### config.mk
export PLATFORM = sky130hd
export DESIGN_NAME = if_fetch_stage_flat
export DESIGN_NICKNAME = d
export VERILOG_FILES = /design/src/rtl/if_fetch_stage_if.sv /design/src/rtl/if_fetch_stage.sv /design/src/flat_wrapper.sv
export SDC_FILE = /design/constraint.sdc
export NUM_CORES = 1
export LEC_CHECK = 0
export CORE_AREA = 2 2 122 89
export CTS_CLUSTER_SIZE = 24
export DETAILED_ROUTE_END_ITERATION = 8
export DIE_AREA = 0 0 124 91
export GPL_TIMING_DRIVEN = 0
export PLACE_DENSITY = 0.86
export SYNTH_ARGS = -nofsm -noshare
export SYNTH_HDL_FRONTEND = slang
export SYNTH_SLANG_ARGS = --single-unit
### constraint.sdc
create_clock -name clk -period 5.45 [get_ports clk]
set_clock_uncertainty 0.2 [all_clocks]
set_input_delay 0.545 -clock clk [delete_from_list [all_inputs] [get_ports clk]]
set_output_delay 0.545 -clock clk [all_outputs]
set_load 0.01 [all_outputs]
### src/rtl/if_fetch_stage_if.sv
// Instruction-memory bus between the fetch stage and instruction memory:
// an address phase (req/addr_ok) followed by a data phase (data_ok/rdata).
interface if_fetch_stage_if;
    logic        inst_req;
    logic [31:0] inst_addr;
    logic        inst_addr_ok;
    logic        inst_data_ok;
    logic [31:0] inst_rdata;

    modport master (
        output inst_req,
        output inst_addr,
        input  inst_addr_ok,
        input  inst_data_ok,
        input  inst_rdata
    );

    modport slave (
        input  inst_req,
        input  inst_addr,
        output inst_addr_ok,
        output inst_data_ok,
        output inst_rdata
    );
endinterface

### src/rtl/if_fetch_stage.sv
// MIPS instruction-fetch stage: owns the PC, issues one split-handshake fetch
// at a time and holds the result for IF/ID; responses made stale by a redirect are dropped.
module if_fetch_stage #(
    parameter logic [31:0] RESET_PC = 32'hBFC0_0000
) (
    input  logic                    clk,
    input  logic                    rst,
    input  logic                    StallF,
    input  logic                    BranchRedirectD,
    input  logic [31:0]             BranchTargetD,
    input  logic                    ExcRedirect,
    input  logic [31:0]             ExcTarget,
    if_fetch_stage_if.master        imem,
    output logic [31:0]             PCF,
    output logic [31:0]             PCPlus4F,
    output logic [31:0]             ReadDataF,
    output logic                    InstValidF,
    output logic                    AdelF
);

    typedef enum logic [1:0] {
        BOOT = 2'd0,
        REQ  = 2'd1,
        WAIT = 2'd2,
        HOLD = 2'd3
    } state_t;

    state_t      r_state;
    logic        r_discard;
    logic [31:0] r_pc;
    logic [31:0] r_rdata;
    logic        r_valid;
    logic        r_adel;

    logic        w_redir;
    logic [31:0] w_target;
    logic        w_misaligned;

    assign w_redir      = ExcRedirect | BranchRedirectD;
    assign w_target     = ExcRedirect ? ExcTarget : BranchTargetD;
    assign w_misaligned = (r_pc[1:0] != 2'b00);

    // A misaligned PC never reaches memory; the address error is raised locally.
    assign imem.inst_req  = (r_state == REQ) && !w_misaligned;
    assign imem.inst_addr = r_pc;

    assign PCF        = r_pc;
    assign PCPlus4F   = r_pc + 32'd4;
    assign ReadDataF  = r_rdata;
    assign InstValidF = r_valid;
    assign AdelF      = r_adel;

    always_ff @(posedge clk) begin
        if (rst) begin
            r_state   <= BOOT;
            r_discard <= 1'b0;
            r_pc      <= RESET_PC;
            r_rdata   <= '0;
            r_valid   <= 1'b0;
            r_adel    <= 1'b0;
        end else begin
            if (w_redir) begin
                r_pc    <= w_target;
                r_valid <= 1'b0;
                r_adel  <= 1'b0;
            end
            unique case (r_state)
                BOOT: r_state <= REQ;
                REQ: begin
                    if (w_redir) begin
                        // Unaccepted request may retarget freely; an accepted one leaves data owed.
                        if (!w_misaligned && imem.inst_addr_ok) begin
                            r_state   <= WAIT;
                            r_discard <= 1'b1;
                        end
                    end else if (w_misaligned) begin
                        r_state <= HOLD;
                        r_valid <= 1'b1;
                        r_adel  <= 1'b1;
                        r_rdata <= '0;
                    end else if (imem.inst_addr_ok) begin
                        r_state   <= WAIT;
                        r_discard <= 1'b0;
                    end
                end
                WAIT: begin
                    if (imem.inst_data_ok) begin
                        r_discard <= 1'b0;
                        if (r_discard || w_redir) begin
                            r_state <= REQ;
                        end else begin
                            r_rdata <= imem.inst_rdata;
                            r_valid <= 1'b1;
                            r_state <= HOLD;
                        end
                    end else if (w_redir) begin
                        r_discard <= 1'b1;
                    end
                end
                HOLD: begin
                    if (w_redir) begin
                        r_state <= REQ;
                    end else if (!StallF) begin
                        r_pc    <= r_pc + 32'd4;
                        r_valid <= 1'b0;
                        r_adel  <= 1'b0;
                        r_state <= REQ;
                    end
                end
                default: r_state <= BOOT;
            endcase
        end
    end

endmodule

### src/flat_wrapper.sv
// flat-port wrapper written by rule: the top's interface ports become plain ports
module if_fetch_stage_flat 
#(
    parameter logic [31:0] RESET_PC = 32'hBFC0_0000
)
  (clk, rst, StallF, BranchRedirectD, BranchTargetD, ExcRedirect, ExcTarget, PCF, PCPlus4F, ReadDataF, InstValidF, AdelF, imem_inst_req, imem_inst_addr, imem_inst_addr_ok, imem_inst_data_ok, imem_inst_rdata);
  if_fetch_stage_if imem_i ();
  input  logic clk;
  input  logic rst;
  input  logic StallF;
  input  logic BranchRedirectD;
  input  logic [31:0] BranchTargetD;
  input  logic ExcRedirect;
  input  logic [31:0] ExcTarget;
  output logic [31:0] PCF;
  output logic [31:0] PCPlus4F;
  output logic [31:0] ReadDataF;
  output logic InstValidF;
  output logic AdelF;
  output wire logic [$bits(imem_i.inst_req)-1:0] imem_inst_req;
  output wire logic [$bits(imem_i.inst_addr)-1:0] imem_inst_addr;
  input wire logic [$bits(imem_i.inst_addr_ok)-1:0] imem_inst_addr_ok;
  input wire logic [$bits(imem_i.inst_data_ok)-1:0] imem_inst_data_ok;
  input wire logic [$bits(imem_i.inst_rdata)-1:0] imem_inst_rdata;
  assign imem_inst_req = imem_i.inst_req;
  assign imem_inst_addr = imem_i.inst_addr;
  assign imem_i.inst_addr_ok = imem_inst_addr_ok;
  assign imem_i.inst_data_ok = imem_inst_data_ok;
  assign imem_i.inst_rdata = imem_inst_rdata;
  if_fetch_stage #(.RESET_PC(RESET_PC)) u_core (.clk(clk), .rst(rst), .StallF(StallF), .BranchRedirectD(BranchRedirectD), .BranchTargetD(BranchTargetD), .ExcRedirect(ExcRedirect), .ExcTarget(ExcTarget), .imem(imem_i), .PCF(PCF), .PCPlus4F(PCPlus4F), .ReadDataF(ReadDataF), .InstValidF(InstValidF), .AdelF(AdelF));
endmodule
==> impl_metrics.env <==
export IMPL_core_area_um2=10100
export IMPL_synth_seq_cells=69
export IMPL_peakVddDrop_uv=172
export IMPL_worst_setup_path_end_kind="output port"
export IMPL_hold_start="u_core.ReadDataF[0]$_SDFFE_PP0P_"
export IMPL_route_vias_total=5240
export IMPL_drt_iter0_markers=402
export IMPL_r2r_cells=8
export IMPL_p_total_mw=1.68
export IMPL_r2r_slack_ns=2.66
export IMPL_wl_per_cell_um=17.9
export IMPL_synth_edf_count=0
export IMPL_overflow=0
export IMPL_grt_pass1_wl_um=25200
export IMPL_fp_dieArea_um2=11300
export IMPL_initial_core_util_pct=42.1
export IMPL_rsz0062_at_grt="no"
export IMPL_final_cell_mix="231 x clkdlybuf4s50_1, 69 x dfxtp_1, 65 x nand2_1, 52 x a21oi_1, 45 x nand3_1"
export IMPL_final_cells=941
export IMPL_cts_buffers=9
export IMPL_clockBufferDepth=2
export IMPL_placementRows=31
export IMPL_cts_resized=0
export IMPL_swShare_pct=31.2
export IMPL_synthArstFlopShare_pct=0
export IMPL_routed_wl_um=16800
export IMPL_tns_ns=0
export IMPL_place_congestion=0.918
export IMPL_worstSetupPathType="reg -> out"
export IMPL_vias_per_cell=5.57
export IMPL_hold_class="reg -> reg"
export IMPL_hold_path_depth=2
export IMPL_seq_area_frac_synth_pct=32.6
export IMPL_r2r_start="u_core.r_state[1]$_SDFFE_PP0P_"
export IMPL_io_pin_count=234
export IMPL_nNetsFinal=912
export IMPL_root_buffer="clkbuf_16"
export IMPL_synth_distinct_cells=51
export IMPL_status="finished clean"
export IMPL_post_route_min_period_ns=4.02
export IMPL_hold_worst_slack_ns=0.252
export IMPL_worstPathRequired_ns=4.70
export IMPL_clk_latency_ns=0.34
export IMPL_switchingPower_uw=524
export IMPL_p_int_mw=1.16
export IMPL_grt_pass1_vias=4927
export IMPL_worst_ep_arrival_time_ns=3.27
export IMPL_dp_hpwl_um=12900
export IMPL_drv_slew=0
export IMPL_drive_gt1_share_pct=7.66
export IMPL_syn_to_final_growth_pct=65.6
export IMPL_ant_nets=0
export IMPL_drc=0
export IMPL_cts_tree="built"
export IMPL_power_density_nw_per_um2=239
export IMPL_synth_area_per_cell_um2=7.55
export IMPL_relSlewSlack_pct=41.3
export IMPL_die_x_um=124
export IMPL_dr_pass1_iters=6
export IMPL_power_frac_comb_pct=29.8
export IMPL_htreeDepth=3
export IMPL_antenna_found_initial=0
export IMPL_portBuffers=231
export IMPL_yosys_warnings=0
export IMPL_syn_inst=562
export IMPL_synth_cell_area_um2=4240
export IMPL_diodes=0
export IMPL_cp_start_kind="flip-flop"
export IMPL_grt_usage_pct=28.9
export IMPL_clkPwrFrac_pct=36.2
export IMPL_clkTransAtPathRegs_ns=0.06
export IMPL_min_period_over_period_pct=73.7
export IMPL_finalHoldViolCount=0
export IMPL_fmax_mhz=249
export IMPL_p_leak_nw=2.45
export IMPL_dp_cells=925
export IMPL_syn_nets=670
export IMPL_postCtsHoldBufs=0
export IMPL_cts_setup_buffers=0
export IMPL_die_height_um=91
export IMPL_layout_commonest_cell="clkdlybuf4s50_1"
export IMPL_holdPathEnd="u_core.ReadDataF[0]$_SDFFE_PP0P_"
export IMPL_grt_max_degree=15
export IMPL_seq_power_share_pct=34.0
export IMPL_worstReg2RegEnd="u_core.PCF[25]$_SDFF_PP1_"
export IMPL_cts_sinks=69
export IMPL_worst_slew_pin_slew_ns=0.872
export IMPL_cp_max_fo=7
export IMPL_maxCapViolCount=0
export IMPL_synthFlopType="dfxtp_1"
export IMPL_setup_viol=0
## cells in the mapped netlist, drive strengths merged (4+ instances only)
| cell | n | area [µm²] |
|---|---|---|
| dfxtp | 69 | 1380 |
| nand2 | 66 | 250 |
| a21oi | 52 | 260 |
| nand3 | 45 | 225 |
| buf | 43 | 297 |
| clkbuf | 41 | 154 |
| nor2 | 35 | 131 |
| xnor2 | 34 | 298 |
| nand4 | 18 | 119 |
| o21ai | 18 | 90.1 |
| o22ai | 13 | 81.3 |
| xor2 | 12 | 105 |
| nor4 | 11 | 75.1 |
| or3 | 9 | 56.3 |
| a211oi | 8 | 60.1 |
| inv | 8 | 30.0 |
| a22oi | 7 | 52.6 |
| and3 | 6 | 37.5 |
| nor3 | 6 | 30.0 |
| ha | 5 | 62.6 |
| mux2i | 5 | 50.1 |
| nor2b | 5 | 31.3 |
| a221oi | 4 | 35.0 |
| nor3b | 4 | 30.0 |
| o211ai | 4 | 30.0 |
## layer usage
layer,wire [µm],share of wire [%],global-route usage (%)
met5,0,0,0
met4,394,2.3,8.52
met3,1650,9.8,7.91
met2,7730,46,47.5
met1,7070,42,36.8
## layout make-up
type | count | area, µm²
plain buffers | 84 | 450
fillers | 820 | 3060
repair buffers | 231 | 2310
clock buffers | 9 | 225
inverters | 8 | 30.0
clock inverters | 7 | 82.6
well taps | 132 | 165
flip-flops and latches | 69 | 1380
multi-input cells | 401 | 2380
## power by group through the flow
| stage | sequential, mW | combinational (mW) | clock [mW] |
|---|---|---|---|
| 2_1_floorplan | 0.582 | 0.238 | 0 |
| 3_3_place_gp | 0.580 | 0.481 | 0 |
| 4_1_cts | 0.571 | 0.495 | 0.612 |
| 5_1_grt | 0.577 | 0.536 | 0.639 |
| 3_5_place_dp | 0.582 | 0.491 | 0 |
| 6_report | 0.572 | 0.502 | 0.609 |
## critical path, stage by stage (launching register included)
cell             delay, ns
dfxtp_1               0.36
buf_2                 0.19
and4_1                0.31
nand4_1               0.38
or3_1                 0.47
clkbuf_1              0.18
nor3_1                0.23
xor2_1                0.24
clkdlybuf4s50_1       0.57
## per-stage QoR
stage	area [µm²]	utilization [%]	worst slack [ns]
detailed placement	6720	66.6	1.87
global route	7030	69.7	1.20
CTS	7030	69.7	1.49
floorplan	4240	-	2.69
finish	7030	69.7	1.43
global placement	6720	66.6	1.89
## registers in the layout, summed over array words and instances (netlist names)
register	cells
u_core.AdelF	1
u_core.InstValidF	1
u_core.PCF	32
u_core.ReadDataF	32
u_core.r_discard	1
u_core.r_state	2
## cell families (layout without fill, tap and decap cells)
| logic type | count (synthesis) | in the layout | share of synthesized area, % |
|---|---|---|---|
| AO/OA/AOI/OAI | 125 | 125 | 18.0 |
| multiplexers | 5 | 5 | 1.18 |
| adder cells (fa/ha/maj) | 5 | 5 | 1.47 |
| AND/OR/NAND/NOR | 220 | 220 | 26.0 |
| flip-flops | 69 | 69 | 32.6 |
| buffers and inverters | 92 | 339 | 11.3 |
| XOR/XNOR | 46 | 46 | 9.50 |
## how the worst max path moves through the flow
stage                                          from      endpoint  slack (ns)  cells after the start
after floorplan           u_core.PCF[12]$_SDFF_PP0_  PCPlus4F[30]        2.69                      7
after global placement    u_core.PCF[12]$_SDFF_PP0_  PCPlus4F[30]        1.89                      8
after detailed placement  u_core.PCF[12]$_SDFF_PP0_  PCPlus4F[30]        1.87                      8
after CTS                 u_core.PCF[12]$_SDFF_PP0_  PCPlus4F[30]        1.49                      8
after global routing      u_core.PCF[12]$_SDFF_PP0_  PCPlus4F[30]        1.20                      8
final                     u_core.PCF[12]$_SDFF_PP0_  PCPlus4F[30]        1.43                      8
Note: power is estimated with default switching activity, not from simulation.
